--- config.mk ---
export PLATFORM = sky130hd
export DESIGN_NAME = rom_upload_sequencer_flat
export DESIGN_NICKNAME = d
export VERILOG_FILES = /design/src/rtl/rom_upload_sequencer_if.sv /design/src/rtl/rom_upload_sequencer.sv /design/src/flat_wrapper.sv
export SDC_FILE = /design/constraint.sdc
export NUM_CORES = 1
export LEC_CHECK = 0
export CAP_MARGIN = 10
export CORE_MARGIN = 2
export CORE_UTILIZATION = 55
export DETAILED_ROUTE_END_ITERATION = 12
export GPL_ROUTABILITY_DRIVEN = 0
export GPL_TIMING_DRIVEN = 0
export PLACE_DENSITY_LB_ADDON = 0.2
export SYNTH_ARGS = -nofsm -noshare
export SYNTH_HDL_FRONTEND = slang
export SYNTH_SLANG_ARGS = --single-unit
--- constraint.sdc ---
create_clock -name clk_sys -period 11.1 [get_ports clk_sys]
set_clock_uncertainty 0.15 [all_clocks]
set_input_delay 2.22 -clock clk_sys [delete_from_list [all_inputs] [get_ports clk_sys]]
set_output_delay 2.22 -clock clk_sys [all_outputs]
set_load 0.1 [all_outputs]
--- src/rtl/rom_upload_sequencer_if.sv ---
// SDRAM port-1 write channel: level request, one-cycle ack, word address/data/byte enables.
interface rom_upload_sequencer_if;
  logic        sd_req;
  logic        sd_ack;
  logic [21:0] sd_addr;
  logic [1:0]  sd_ds;
  logic [15:0] sd_din;

  modport master (output sd_req, sd_addr, sd_ds, sd_din, input sd_ack);
  modport slave  (input sd_req, sd_addr, sd_ds, sd_din, output sd_ack);
endinterface

--- src/rtl/rom_upload_sequencer.sv ---
// ROM download sequencer: pairs ioctl bytes into SDRAM word writes through a small FIFO
// and owns the load/drain/hold/run phase that gates ROM reads and the core reset.
module rom_upload_sequencer #(
  parameter logic [7:0]  ROM_INDEX  = 8'h00,
  parameter int unsigned FIFO_DEPTH = 4,
  parameter int unsigned RESET_HOLD = 16
) (
  input  logic        clk_sys,
  input  logic        reset,
  input  logic        ioctl_download,
  input  logic [7:0]  ioctl_index,
  input  logic        ioctl_wr,
  input  logic [24:0] ioctl_addr,
  input  logic [7:0]  ioctl_dout,
  rom_upload_sequencer_if.master sd,
  output logic        rom_oe,
  output logic        rom_loaded,
  output logic        core_reset,
  output logic        overflow
);

  localparam int unsigned PTR_W  = (FIFO_DEPTH > 1) ? $clog2(FIFO_DEPTH) : 1;
  localparam int unsigned CNT_W  = $clog2(FIFO_DEPTH + 1);
  localparam int unsigned HOLD_W = $clog2(RESET_HOLD + 1);

  typedef struct packed {
    logic [21:0] addr;
    logic [1:0]  ds;
    logic [15:0] din;
  } wr_word_t;

  typedef enum logic [1:0] {WR_IDLE, WR_REQ, WR_GAP} wr_state_t;
  typedef enum logic [1:0] {PH_LOAD, PH_DRAIN, PH_HOLD, PH_RUN} phase_t;

  logic dl_match, dl_match_q, dl_start, dl_end, accept;

  logic        pend_valid_q, pend_valid_d;
  logic [23:0] pend_addr_q, pend_addr_d;
  logic [7:0]  pend_data_q, pend_data_d;
  logic        skid_valid_q, skid_valid_d;
  wr_word_t    skid_q, skid_d;
  wr_word_t    lone_lo, lone_hi, new0, new1, push_word;
  logic [1:0]  new_cnt;
  logic        push, push_ok, pop, fifo_full, fifo_empty;

  wr_word_t             mem [FIFO_DEPTH];
  logic [PTR_W-1:0]     wr_ptr_q, rd_ptr_q;
  logic [CNT_W-1:0]     cnt_q;

  wr_state_t   wr_state_q, wr_state_d;
  logic        req_q, req_d;
  wr_word_t    word_q, word_d;
  phase_t      phase_q, phase_d;
  logic [HOLD_W-1:0] hold_cnt_q, hold_cnt_d;

  assign dl_match   = ioctl_download && (ioctl_index == ROM_INDEX);
  assign dl_start   = dl_match && !dl_match_q;
  assign dl_end     = !dl_match && dl_match_q;
  assign accept     = dl_match && ioctl_wr;
  assign lone_lo    = {pend_addr_q[21:0], 2'b01, pend_data_q, pend_data_q};
  assign lone_hi    = {ioctl_addr[22:1], 2'b10, ioctl_dout, ioctl_dout};
  assign fifo_full  = (cnt_q == CNT_W'(FIFO_DEPTH));
  assign fifo_empty = (cnt_q == CNT_W'(0));
  assign pop        = (wr_state_q == WR_REQ) && sd.sd_ack;
  assign push_ok    = push && (!fifo_full || pop);

  // Byte pairing: up to two words per accepted byte, in address order.
  always_comb begin
    pend_valid_d = pend_valid_q;
    pend_addr_d  = pend_addr_q;
    pend_data_d  = pend_data_q;
    new_cnt      = 2'd0;
    new0         = '0;
    new1         = '0;
    if (accept) begin
      if (!ioctl_addr[0]) begin
        if (pend_valid_q) begin
          new0    = lone_lo;
          new_cnt = 2'd1;
        end
        pend_valid_d = 1'b1;
        pend_addr_d  = ioctl_addr[24:1];
        pend_data_d  = ioctl_dout;
      end else if (pend_valid_q && (pend_addr_q == ioctl_addr[24:1])) begin
        new0         = {ioctl_addr[22:1], 2'b11, ioctl_dout, pend_data_q};
        new_cnt      = 2'd1;
        pend_valid_d = 1'b0;
      end else begin
        if (pend_valid_q) begin
          new0    = lone_lo;
          new1    = lone_hi;
          new_cnt = 2'd2;
        end else begin
          new0    = lone_hi;
          new_cnt = 2'd1;
        end
        pend_valid_d = 1'b0;
      end
    end else if (dl_end && pend_valid_q) begin
      new0         = lone_lo;
      new_cnt      = 2'd1;
      pend_valid_d = 1'b0;
    end
  end

  // One FIFO push per cycle; the second word of a pair waits in the skid register.
  always_comb begin
    push         = 1'b0;
    push_word    = new0;
    skid_valid_d = 1'b0;
    skid_d       = skid_q;
    if (skid_valid_q) begin
      push      = 1'b1;
      push_word = skid_q;
      if (new_cnt != 2'd0) begin
        skid_valid_d = 1'b1;
        skid_d       = new0;
      end
    end else begin
      push = (new_cnt != 2'd0);
      if (new_cnt == 2'd2) begin
        skid_valid_d = 1'b1;
        skid_d       = new1;
      end
    end
  end

  // SDRAM write handshake: IDLE -> REQ (until ack) -> GAP -> IDLE.
  always_comb begin
    wr_state_d = wr_state_q;
    req_d      = req_q;
    word_d     = word_q;
    case (wr_state_q)
      WR_IDLE: if (!fifo_empty) begin
        word_d     = mem[rd_ptr_q];
        req_d      = 1'b1;
        wr_state_d = WR_REQ;
      end
      WR_REQ: if (sd.sd_ack) begin
        req_d      = 1'b0;
        wr_state_d = WR_GAP;
      end
      WR_GAP:  wr_state_d = WR_IDLE;
      default: wr_state_d = WR_IDLE;
    endcase
  end

  // Load phase; a matching download start always restarts LOAD.
  always_comb begin
    phase_d    = phase_q;
    hold_cnt_d = '0;
    if (dl_start) begin
      phase_d = PH_LOAD;
    end else begin
      case (phase_q)
        PH_LOAD:  if (dl_end) phase_d = PH_DRAIN;
        PH_DRAIN: if (fifo_empty && !pend_valid_q && !skid_valid_q && (wr_state_q == WR_IDLE))
                    phase_d = PH_HOLD;
        PH_HOLD:  if (hold_cnt_q == HOLD_W'(RESET_HOLD - 1)) phase_d = PH_RUN;
                  else hold_cnt_d = hold_cnt_q + HOLD_W'(1);
        PH_RUN:   phase_d = PH_RUN;
        default:  phase_d = PH_LOAD;
      endcase
    end
  end

  always_ff @(posedge clk_sys) begin
    if (push_ok) mem[wr_ptr_q] <= push_word;
  end

  always_ff @(posedge clk_sys or posedge reset) begin
    if (reset) begin
      dl_match_q   <= 1'b0;
      pend_valid_q <= 1'b0;
      pend_addr_q  <= '0;
      pend_data_q  <= '0;
      skid_valid_q <= 1'b0;
      skid_q       <= '0;
      wr_ptr_q     <= '0;
      rd_ptr_q     <= '0;
      cnt_q        <= '0;
      overflow     <= 1'b0;
      wr_state_q   <= WR_IDLE;
      req_q        <= 1'b0;
      word_q       <= '0;
      phase_q      <= PH_LOAD;
      hold_cnt_q   <= '0;
      rom_oe       <= 1'b0;
      rom_loaded   <= 1'b0;
      core_reset   <= 1'b1;
    end else begin
      dl_match_q   <= dl_match;
      pend_valid_q <= pend_valid_d;
      pend_addr_q  <= pend_addr_d;
      pend_data_q  <= pend_data_d;
      skid_valid_q <= skid_valid_d;
      skid_q       <= skid_d;
      if (push_ok) wr_ptr_q <= wr_ptr_q + PTR_W'(1);
      if (pop)     rd_ptr_q <= rd_ptr_q + PTR_W'(1);
      case ({push_ok, pop})
        2'b10:   cnt_q <= cnt_q + CNT_W'(1);
        2'b01:   cnt_q <= cnt_q - CNT_W'(1);
        default: cnt_q <= cnt_q;
      endcase
      if (push && !push_ok) overflow <= 1'b1;
      else if (dl_start)    overflow <= 1'b0;
      wr_state_q   <= wr_state_d;
      req_q        <= req_d;
      word_q       <= word_d;
      phase_q      <= phase_d;
      hold_cnt_q   <= hold_cnt_d;
      rom_oe       <= (phase_d == PH_HOLD) || (phase_d == PH_RUN);
      rom_loaded   <= (phase_d == PH_HOLD) || (phase_d == PH_RUN);
      core_reset   <= (phase_d != PH_RUN);
    end
  end

  assign sd.sd_req  = req_q;
  assign sd.sd_addr = word_q.addr;
  assign sd.sd_ds   = word_q.ds;
  assign sd.sd_din  = word_q.din;

endmodule

--- src/flat_wrapper.sv ---
// flat-port wrapper written by rule: the top's interface ports become plain ports
module rom_upload_sequencer_flat 
#(
  parameter logic [7:0]  ROM_INDEX  = 8'h00,
  parameter int unsigned FIFO_DEPTH = 4,
  parameter int unsigned RESET_HOLD = 16
)
  (clk_sys, reset, ioctl_download, ioctl_index, ioctl_wr, ioctl_addr, ioctl_dout, rom_oe, rom_loaded, core_reset, overflow, sd_sd_req, sd_sd_addr, sd_sd_ds, sd_sd_din, sd_sd_ack);
  rom_upload_sequencer_if sd_i ();
  input  logic clk_sys;
  input  logic reset;
  input  logic ioctl_download;
  input  logic [7:0] ioctl_index;
  input  logic ioctl_wr;
  input  logic [24:0] ioctl_addr;
  input  logic [7:0] ioctl_dout;
  output logic rom_oe;
  output logic rom_loaded;
  output logic core_reset;
  output logic overflow;
  output wire logic [$bits(sd_i.sd_req)-1:0] sd_sd_req;
  output wire logic [$bits(sd_i.sd_addr)-1:0] sd_sd_addr;
  output wire logic [$bits(sd_i.sd_ds)-1:0] sd_sd_ds;
  output wire logic [$bits(sd_i.sd_din)-1:0] sd_sd_din;
  input wire logic [$bits(sd_i.sd_ack)-1:0] sd_sd_ack;
  assign sd_sd_req = sd_i.sd_req;
  assign sd_sd_addr = sd_i.sd_addr;
  assign sd_sd_ds = sd_i.sd_ds;
  assign sd_sd_din = sd_i.sd_din;
  assign sd_i.sd_ack = sd_sd_ack;
  rom_upload_sequencer #(.ROM_INDEX(ROM_INDEX), .FIFO_DEPTH(FIFO_DEPTH), .RESET_HOLD(RESET_HOLD)) u_core (.clk_sys(clk_sys), .reset(reset), .ioctl_download(ioctl_download), .ioctl_index(ioctl_index), .ioctl_wr(ioctl_wr), .ioctl_addr(ioctl_addr), .ioctl_dout(ioctl_dout), .sd(sd_i), .rom_oe(rom_oe), .rom_loaded(rom_loaded), .core_reset(core_reset), .overflow(overflow));
endmodule
==> metrics.md <==
| Metric | Value |
|---|---|
| Status | `finished clean` |
| CTS max path bufs | `3` |
| Worst reg2reg endpoint | `u_core.mem[0][15]` |
| Drt via density | `5.95` |
| Crit Path Category | `input pin to register` |
| Setup violations, final | `0` |
| Final Hold Vio Count | `0` |
| Cell taking the most area after synthesis | `edfxtp_1` |
| CTS buffer count | `30` |
| Final #Nets | `1055` |
| Core area | `roughly 23000 µm²` |
| Synth Flop Type | `edfxtp_1` |
| CTS Hold Bufs | `0` |
| Ranking of synthesized cells by area | `edfxtp_1, dfrtp_1, mux4_2, mux2_2, a221o_1` |
| Met2 GRT Util | `0.386` |
| IO Port Bufs | `90` |
| Power per cell area | `roughly 230 nW/µm²` |
| CTS tree | `yes` |
| H-tree Lvls | `1` |
| Met3 Usage GRT | `0.0368` |
| Row count | `55` |
| Post-Syn Area per Cell | `14.6 µm²` |
| First-pass GRT wire length | `about 46000 µm` |
| Global Route Usage Sum | `0.246` |
| Most common cell after layout, fill and taps aside | `edfxtp_1` |
| Hold EP | `u_core.hold_cnt_q[0]` |
| DRT Pass-1 Iters | `5` |
| Gr ovfl total | `0` |
| Worst Setup Start Kind | `input pin` |
| Clock power frac | `0.293` |
| Vias in the first global route | `approximately 8300` |
| Number of synthesized flops with an enable pin | `160` |
| Switching share of power | `0.374` |
| Fmax | `approximately 0.19 GHz` |
| Post-Syn Area | `12800 µm²` |
| I/O pin cnt | `91` |
| Comb power frac | `0.335` |
| P_sw | `1.31 mW` |
| Crit. End Element | `register` |
| Postcts setup bufs | `0` |
| Worst-margin pin slew | `1.15 ns` |
| Synth top area share | `0.375` |
| Cell count after synthesis | `about 880` |
| Pleak | `6.27 nW` |
| Area Overhead vs Synth | `18.9%` |
| Distinct cell type count after synthesis | `a little under 60` |
| Latest clock arrival within the worst-skew pair | `0.55 ns` |
| Power consumption | `3.51 mW` |
| Post-DP Area | `14200 µm²` |
| Type of the tightest min-delay check | `register to register` |
| Die height | `157 µm` |
| Overall routed net length | `28900 µm` |
| Internal power | `around 2.2 mW` |
| Clock root buffer master | `clkbuf_16` |
| Largest net degree at the start of global routing | `85` |
| Synth warnings | `0` |
| Count of max-cap constraint violations | `0` |
| RSZ-0062 raised after global routing | `false` |
| Most frequent cells in the layout | `edfxtp_1, dfrtp_1, clkdlybuf4s50_1` |
| Arr. time, crit path | `5.58 ns` |
| Initial DRC Count | `599` |
| Routed vias | `about 8000` |
| Register bit total from synthesis | `295` |
| Clock Sinks | `slightly below 300` |
| Critical R2R Launch | `u_core.pend_addr_q[3]` |
| Initial antenna violation count | `0` |
| Fraction of layout cells with a size suffix above 1 | `0.195` |
| Flop pwr share | `0.372` |
| Worst EP required | `11.42 ns` |
| Starting density of the core | `0.563` |
| Chip width | `157 µm` |
| R2R depth | `8` |
| Register area share after synthesis | `0.639` |
| Post-route clock period utilization | `0.474` |
| Inserted Diodes | `0` |
| GR Util met1 | `0.352` |
| Post-Syn Nets | `928` |
| Clk slew on worst S/H paths | `roughly 0.06 ns` |
| Hold path startpoint | `u_core.hold_cnt_q[0]` |
| Die ar. | `about 25000 µm²` |
| Worst slew margin | `0.229` |
| Hold Crit Depth | `1` |
| Final instance area | `15200 µm²` |
| # DRC | `0` |
| R2r setup slk | `7.68 ns` |
| Post-synth ARST share | `0.458` |
| Post-cts resize count | `0` |
| Final Slew Violations | `0` |
| Setup_tns | `0 ns` |
| Antenna-violating nets left | `0` |
| Avg WL per Cell | `21.6 µm` |
| Tmin final | `5.26 ns` |
| DP Wirelength | `roughly 19000 µm` |
| Top Usage Layer GRT | `met2` |
| Maximum fanout along the worst path | `9` |
| Peak VDD IR | `0.162 mV` |
[layer usage]
metal	vias to the layer above	wire [µm]
li1	3564	-
met1	4080	12700
met2	272	13400
met3	56	1830
met4	0	995
met5	-	0
[layout make-up]
type | instances | area, µm²
multi-input cells | 462 | 4160
repair buffers | 95 | 1010
plain buffers | 51 | 219
clock buffers | 39 | 816
fillers | 1619 | 7540
clock inverters | 17 | 193
inverters | 67 | 262
flip-flops and latches | 295 | 8180
well taps | 313 | 392
[registers in the layout, summed over array words and instances (netlist names), 2 cells and up]
signal / flops
u_core.pend_addr_q: 24
u_core.phase_q: 2
u_core.wr_state_q: 2
u_core.rd_ptr_q: 2
u_core.pend_data_q: 8
u_core.sd.sd_din: 16
u_core.wr_ptr_q: 2
u_core.cnt_q: 3
u_core.hold_cnt_q: 5
u_core.sd.sd_addr: 22
u_core.mem: 160
u_core.skid_q: 40
u_core.sd.sd_ds: 2
[cells by family after synthesis]
group,after synthesis,share of synthesized area
DFF,295,0.639
AOI/OAI and AO/OA,177,0.104
and+or+nand+nor,138,0.0607
buffers and inverters,118,0.0371
muxes,108,0.130
xor gates and xnor gates,32,0.0219
adders and majority gates,7,0.00742
[cells in the mapped netlist (10+ instances only)]
| cell type | number |
|---|---|
| o21ai_2 | 20 |
| dfrtp_1 | 134 |
| nor2_1 | 14 |
| nand3_1 | 13 |
| a31oi_1 | 23 |
| and2_1 | 40 |
| a22o_1 | 10 |
| edfxtp_1 | 160 |
| a221o_1 | 36 |
| mux4_2 | 40 |
| xor2_1 | 20 |
| nand2_1 | 36 |
| xnor2_1 | 12 |
| o21ai_0 | 36 |
| clkbuf_1 | 36 |
| a211oi_1 | 23 |
| buf_1 | 10 |
| inv_1 | 65 |
| mux2_2 | 66 |
[power by group through the flow]
stage / Clock (mW) / Combinational [mW] / Sequential (mW)
2_1_floorplan: 0 / 0.329 / 1.89
3_3_place_gp: 0 / 1.17 / 1.32
3_5_place_dp: 0 / 1.18 / 1.33
4_1_cts: 1.04 / 1.19 / 1.31
5_1_grt: 1.09 / 1.23 / 1.32
6_report: 1.03 / 1.18 / 1.30
[metrics by stage]
| step | cells | setup slack (ns) | util | hold slack [ns] |
|---|---|---|---|---|
| 3_5_place_dp | 1283 | 5.32 | 0.625 | 0.302 |
| 6_report | 1339 | 5.84 | 0.669 | 0.308 |
| 4_1_cts | 1339 | 5.85 | 0.669 | 0.311 |
| 2_1_floorplan | 875 | 5.12 | - | 0.283 |
| 3_3_place_gp | 1278 | 2.80 | 0.619 | 0.296 |
| 5_1_grt | 1339 | 5.59 | 0.669 | 0.334 |
[worst max-delay path, cell delays in order]
cell,delay [ns]
clkdlybuf4s50_1,0.43
or4b_4,0.58
o31ai_1,0.33
nand2_1,0.32
nor3_1,0.34
a31oi_1,0.19
inv_1,0.12
ha_1,0.18
inv_1,0.06
fa_1,0.37
xor2_1,0.15
nor2_1,0.13
xor2_1,0.16
[worst max path at each step]
stage                   start                  end  cells after the start
6_report       ioctl_index[4]      u_core.cnt_q[2]                     13
2_1_floorplan           reset      u_core.cnt_q[0]                      1
4_1_cts        ioctl_index[4]      u_core.cnt_q[2]                     13
3_3_place_gp            reset  u_core.sd.sd_din[0]                      2
3_5_place_dp   ioctl_index[4]      u_core.cnt_q[2]                     13
5_1_grt        ioctl_index[4]      u_core.cnt_q[2]                     13
Power figures use the tool's default switching activity.
